`src/rtl/mux8_rr_sched_pkg.sv`:
```
`default_nettype none
// ============================================================================
// Module      : mux_sched_pkg
// Description : Shared constants, state encoding and helpers for the 8:1 mux
//               round-robin scheduler (mux8_rr_sched) and its picker
//               (rr_pick8).
//               Contents:
//                 N_REQ   - number of requesters (8)
//                 SEL_W   - mux select width (3)
//                 state_t - scheduler state encoding (IDLE / GRANT)
//                 onehot8 - 3-bit index to 8-bit one-hot conversion
// Revision    : 1.0 - initial release
// ============================================================================
package mux_sched_pkg;

  localparam int N_REQ = 8;
  localparam int SEL_W = 3;

  typedef enum logic {
    IDLE  = 1'b0,
    GRANT = 1'b1
  } state_t;

  function automatic logic [N_REQ-1:0] onehot8(input logic [SEL_W-1:0] idx);
    return {{(N_REQ-1){1'b0}}, 1'b1} << idx;
  endfunction

endpackage : mux_sched_pkg
`default_nettype wire

```
`src/rtl/mux8_rr_sched_rr_pick8.sv`:
```
`default_nettype none
// ============================================================================
// Module      : rr_pick8
// Description : Combinational rotating-priority picker over 8 requests.
//               Candidates are i_req with the i_mask bits removed.  The search
//               starts at i_ptr and walks upward modulo 8; the first candidate
//               found wins.
// Ports       : i_req   [7:0] in  - request vector
//               i_mask  [7:0] in  - requests to exclude from this pick
//               i_ptr   [2:0] in  - highest-priority index
//               o_found       out - at least one candidate exists
//               o_idx   [2:0] out - winning index (0 when none found)
// Revision    : 1.0 - initial release
// ============================================================================
module rr_pick8
  import mux_sched_pkg::*;
(
  input  logic [N_REQ-1:0] i_req,
  input  logic [N_REQ-1:0] i_mask,
  input  logic [SEL_W-1:0] i_ptr,
  output logic             o_found,
  output logic [SEL_W-1:0] o_idx
);

  logic [N_REQ-1:0] w_cand;
  logic [SEL_W-1:0] w_pos;

  assign w_cand = i_req & ~i_mask;

  // Scan from the farthest position back towards i_ptr so that the last
  // hit written is the nearest one; the 3-bit add supplies the 7->0 wrap.
  always_comb begin
    o_found = 1'b0;
    o_idx   = '0;
    w_pos   = '0;
    for (int k = N_REQ - 1; k >= 0; k--) begin
      w_pos = i_ptr + SEL_W'(k);
      if (w_cand[w_pos]) begin
        o_found = 1'b1;
        o_idx   = w_pos;
      end
    end
  end

endmodule : rr_pick8
`default_nettype wire

```
`src/rtl/mux8_rr_sched.sv`:
```
`default_nettype none
// ============================================================================
// Module      : mux8_rr_sched
// Description : Round-robin scheduler owning the select of a shared 8:1
//               single-bit mux.  One owner at a time; on release the next
//               winner is granted on the following edge with no idle bubble.
//               Optional feature macro: MUX8_SCHED_HOLD_TIMEOUT_EN
//                 defined   - owner force-released after MAX_HOLD grant cycles
//                 undefined - only i_done or a dropped request releases
// Ports       : clk           in  - rising-edge clock
//               rst_n         in  - asynchronous active-low reset
//               i_req   [7:0] in  - request vector, bit i = requester i
//               i_done        in  - owner's last cycle (used in GRANT only)
//               o_sel   [2:0] out - mux select (holds last value when idle)
//               o_gnt   [7:0] out - one-hot grant, zero when no owner
//               o_busy        out - an owner holds the mux
// Revision    : 1.0 - initial release
// ============================================================================
module mux8_rr_sched
  import mux_sched_pkg::*;
#(
  parameter int MAX_HOLD = 4
) (
  input  logic             clk,
  input  logic             rst_n,
  input  logic [N_REQ-1:0] i_req,
  input  logic             i_done,
  output logic [SEL_W-1:0] o_sel,
  output logic [N_REQ-1:0] o_gnt,
  output logic             o_busy
);

  state_t           r_state;
  logic [SEL_W-1:0] r_ptr;
  logic [SEL_W-1:0] r_sel;
  logic [N_REQ-1:0] r_gnt;
  logic             r_busy;

  logic             w_in_grant;
  logic [N_REQ-1:0] w_pick_mask;
  logic [SEL_W-1:0] w_pick_ptr;
  logic             w_timeout;
  logic             w_release;
  logic             w_found;
  logic [SEL_W-1:0] w_idx;

`ifdef MUX8_SCHED_HOLD_TIMEOUT_EN
  logic [3:0]       r_hold_cnt;

  assign w_timeout = (r_hold_cnt == 4'(MAX_HOLD));
`else
  logic [3:0]       w_unused_max_hold;

  assign w_unused_max_hold = 4'(MAX_HOLD);
  assign w_timeout         = 1'b0;
`endif

  assign w_in_grant = (r_state == GRANT);
  assign w_release  = w_in_grant & (i_done | ~i_req[r_sel] | w_timeout);

  // One picker serves both arbitration points.  In GRANT the current owner
  // is masked and the search starts just past it, which is exactly the
  // pointer value committed on release; in IDLE nothing is masked.
  assign w_pick_mask = w_in_grant ? onehot8(r_sel) : '0;
  assign w_pick_ptr  = w_in_grant ? (r_sel + SEL_W'(1)) : r_ptr;

  rr_pick8 u_pick (
    .i_req   (i_req),
    .i_mask  (w_pick_mask),
    .i_ptr   (w_pick_ptr),
    .o_found (w_found),
    .o_idx   (w_idx)
  );

  always_ff @(posedge clk or negedge rst_n) begin
    if (!rst_n) begin
      r_state    <= IDLE;
      r_ptr      <= '0;
      r_sel      <= '0;
      r_gnt      <= '0;
      r_busy     <= 1'b0;
`ifdef MUX8_SCHED_HOLD_TIMEOUT_EN
      r_hold_cnt <= '0;
`endif
    end else begin
      case (r_state)
        IDLE: begin
          if (w_found) begin
            r_state    <= GRANT;
            r_sel      <= w_idx;
            r_gnt      <= onehot8(w_idx);
            r_busy     <= 1'b1;
`ifdef MUX8_SCHED_HOLD_TIMEOUT_EN
            r_hold_cnt <= 4'd1;
`endif
          end
        end
        GRANT: begin
          if (w_release) begin
            r_ptr <= w_pick_ptr;
            if (w_found) begin
              // Back-to-back handover: busy stays high.
              r_sel      <= w_idx;
              r_gnt      <= onehot8(w_idx);
`ifdef MUX8_SCHED_HOLD_TIMEOUT_EN
              r_hold_cnt <= 4'd1;
`endif
            end else begin
              // r_sel deliberately keeps the last owner.
              r_state <= IDLE;
              r_gnt   <= '0;
              r_busy  <= 1'b0;
            end
          end
`ifdef MUX8_SCHED_HOLD_TIMEOUT_EN
          else if (r_hold_cnt != 4'hF) begin
            r_hold_cnt <= r_hold_cnt + 4'd1;
          end
`endif
        end
        default: begin
          r_state <= IDLE;
        end
      endcase
    end
  end

  assign o_sel  = r_sel;
  assign o_gnt  = r_gnt;
  assign o_busy = r_busy;

endmodule : mux8_rr_sched
`default_nettype wire

```
`config.mk`:
```
export PLATFORM = sky130hd
export DESIGN_NAME = mux8_rr_sched
export DESIGN_NICKNAME = d
export VERILOG_FILES = /design/src/rtl/mux8_rr_sched_pkg.sv /design/src/rtl/mux8_rr_sched_rr_pick8.sv /design/src/rtl/mux8_rr_sched.sv
export SDC_FILE = /design/constraint.sdc
export NUM_CORES = 1
export LEC_CHECK = 0
export CORE_MARGIN = 3
export CORE_UTILIZATION = 55
export DETAILED_ROUTE_END_ITERATION = 6
export GPL_ROUTABILITY_DRIVEN = 0
export HOLD_SLACK_MARGIN = 0.08
export MAX_ROUTING_LAYER = met4
export PLACE_DENSITY = 0.84
export SYNTH_ARGS = -nofsm -noshare
export SYNTH_HDL_FRONTEND = slang
export SYNTH_SLANG_ARGS = --single-unit
```
`constraint.sdc`:
```
create_clock -name clk -period 10.55 [get_ports clk]
set_input_delay 2.11 -clock clk [delete_from_list [all_inputs] [get_ports clk]]
set_output_delay 2.11 -clock clk [all_outputs]
set_load 0.01 [all_outputs]
```
==> impl_metrics.csv <==
group,metric,value,unit
run_status,status,"finished, final reports clean",
route,wl_per_cell,18.1,um
global_routing,grt_max_degree,21,
synthesis,synth_cells,207,
min_path,hp-class,"flop to flop",
clock_tree,tritoncts,"done",
worst_setup_path,start_kind,"input pin",
worst_setup_path,cp_slowest_cell,"mux4_2",
timing,post-route-period-util,45.2,%
timing,relSlewSlack,22.1,%
finish,syn2layout_area_growth,15.4,%
synthesis,synth.net_count,225,
synthesis,yosys.area.top_type_share,23.7,%
timing,skew,0.00768,ns
worst_setup_path,cp_max_fo,5,
route,drc,0,
global_routing,grt_pass1_wl,7.96,mm
die,fp-row-count,19,
synthesis,yosys.area_share.simple,22.5,%
synthesis,async_reset_ff_share,100,%
placement,port_buffers,22,
timing,tightest_slew,1.15,ns
synthesis,synth_area,1690,um^2
clock_tree,cts.repair.resized,0,
die,ios,23,
synthesis,synthFlopType,"dfrtp_1",
global_routing,grt_pass1_vias,1699,
worst_setup_path,slowest_delay,0.60,ns
clock_tree,clock_latency,0.29,ns
clock_tree,h-tree-depth,1,
global_routing,antenna_found_initial,0,
die,die_area,3770,um^2
flow_run,maxCapViolCount,0,
global_routing,track_usage,29.1,%
worst_setup_path,path_common_cell,"o31ai_1",
route,detail-route-antenna-nets,0,
clock_tree,cts-hold-fix-buffers,0,
synthesis,synth_mux_area_share,8.46,%
clock_tree,clk_pin_slew_worst_paths,0.10,ns
synthesis,syn_avg_cell_area,8.15,um^2
worst_setup_path,endpoint_kind,"flop",
timing,clock.fmax,210,MHz
worst_setup_path,path_class,"input pin to flop",
synthesis,synth_compound_area_share,32.6,%
worst_setup_path,arrival,4.97,ns
finish,drive_above_1_share,8.37,%
worst_setup_path,reg2reg_to,"o_gnt[2]",
synthesis,synthAdderAreaFrac,5.19,%
worst_setup_path,reg2reg_depth,13,
clock_tree,cts_buffers,3,
placement,hpwl,3.63,mm
synthesis,yosysWarnings,0,
timing,finalCriticalPeriod,4.77,ns
synthesis,synthXorXnorAreaFrac,3.12,%
timing,hold_viol_final,0,
synthesis,yosys-top-cells-count,"nand2_1 (30), dfrtp_1 (16), o21ai_0 (16)",
route,num_vias,1785,
die,die_x,61.4,um
die,start_util,59.6,%
route,drtPass1Iterations,5,
global_routing,overflow,0,
worst_setup_path,r2r-start,"o_sel[0]",
synthesis,synth-seq-cells,16,
min_path,hold_path_end,"o_gnt[0]",
synthesis,ys_types,53,
clock_tree,cts_root_buffer,"clkbuf_4",
min_path,min-delay-start,"o_gnt[0]",
worst_setup_path,reg2reg_slack,6.13,ns
timing,setup_viol,0,
die,die_h,61.4,um
synthesis,synth_edf_count,0,
clock_tree,cts_sinks,16,
synthesis,yosys.area.top_type,"dfrtp_1",
synthesis,synth_most_common_cell,"nand2_1",
min_path,min_path_cells,2,
route,vias_per_cell,6.92,
timing,slew_viol_final,0,
timing,rsz0062_at_grt,"no",
finish,fillers,221,
timing,hold_ws,0.486,ns
synthesis,synth_area_leaders,"dfrtp_1 (24%), nand2_1 (6.7%), mux4_2 (5.3%), ha_1 (5.2%), o21ai_0 (4.7%)",
synthesis,synth-seq-area-share,23.7,%
route,drt_iter0_markers,231,
clock_tree,clk_path_buf_depth,2,
route,routed_wl,4.68,mm
worst_setup_path,crit_required,10.75,ns
finish,diodes,0,
finish,final_nets,246,
timing,finalSetupTns,0,ns
die,core_area,2830,um^2
synthesis,synth_top_family_by_area,"compound AO/OA/AOI/OAI gates",
clock_tree,post_cts_buffers,0,
worst_setup_path,crit_chain,"clkdlybuf4s50_1, o21ai_0, mux4_2, nor2_1, a31oi_1, o221ai_1, o31ai_1, or4_1, o31ai_1",
## worst max-delay path, delay by kind of cell
family | cells | cell delay, ns
AOI/OAI and AO/OA | 5 | 1.01
buffers and inverters | 1 | 0.47
muxes | 1 | 0.60
and+or+nand+nor | 2 | 0.78
## how the worst max path moves through the flow
| stage | slack (ns) | to | depth (start not counted) | start |
|---|---|---|---|---|
| after detailed placement | 5.57 | o_gnt[3] | 9 | i_req[1] |
| after global placement | 5.60 | o_gnt[7] | 9 | i_req[1] |
| after floorplan | 6.35 | o_gnt[2] | 9 | i_req[1] |
| after global routing | 5.55 | o_gnt[7] | 9 | i_req[7] |
| after CTS | 5.86 | o_gnt[3] | 9 | i_req[1] |
| final | 5.78 | o_gnt[2] | 9 | i_req[1] |
## area by class of cell
| cell class | count | area, um^2 | area share [%] |
|---|---|---|---|
| Clock buffer | 4 | 36.3 | 1.86 |
| Inverter | 10 | 40.0 | 2.06 |
| Multi-Input combinational cell | 175 | 1210 | 62.2 |
| Sequential cell | 16 | 400 | 20.6 |
| Tap cell | 31 | 38.8 | 1.99 |
| Timing Repair Buffer | 22 | 220 | 11.3 |
## cell families (layout without fill, tap and decap cells)
| logic type | after synthesis | count (layout) |
|---|---|---|
| AOI/OAI and AO/OA | 79 | 79 |
| and+or+nand+nor | 75 | 75 |
| DFF | 16 | 16 |
| buffers and inverters | 16 | 36 |
| muxes | 8 | 8 |
| adders and majority gates | 7 | 7 |
| xor gates and xnor gates | 6 | 6 |
## through the flow
stage               area (um^2)  std cells  worst slack (ns)  utilization, %
floorplan                  1690        207              6.35               -
finish                     1950        258              5.78            68.8
global placement           1910        254              5.60            67.5
global route               1950        258              5.55            68.8
detailed placement         1910        254              5.57            67.5
CTS                        1950        258              5.86            68.8
## registers in the layout, indices dropped and copies added (netlist names)
register  flops
o_gnt         8
o_sel         3
r_ptr         3
o_busy        1
r_state       1
## layer usage
layer,vias to the layer above,part of all wire (%),global-route usage [%]
met3,23,9.0,4.19
met5,-,0,-
met4,0,2.2,9.70
met1,816,43,39.9
met2,111,46,44.3
li1,835,-,-
## cells in the final DEF (no fill, tap or decap), types with 3 or more instances in the layout
master | netlist | layout
a21oi_1 | 11 | 11
nand3_1 | 11 | 11
nand4_1 | 3 | 3
ha_1 | 7 | 7
nand2_1 | 30 | 30
nand2b_1 | 4 | 4
nor2_1 | 11 | 11
mux2i_1 | 3 | 3
o21ai_0 | 16 | 16
nor3_1 | 4 | 4
clkdlybuf4s50_1 | 0 | 22
inv_1 | 8 | 8
mux4_2 | 4 | 4
clkbuf_4 | 0 | 3
xnor2_1 | 6 | 6
o31ai_1 | 9 | 9
a21o_1 | 3 | 3
dfrtp_1 | 16 | 16
a221oi_1 | 3 | 3
a22oi_1 | 4 | 4
o221ai_1 | 4 | 4
o211ai_1 | 8 | 8
Power is not shown: default switching activity piles up to over one toggle a cycle in this logic, so the estimate is an artifact.
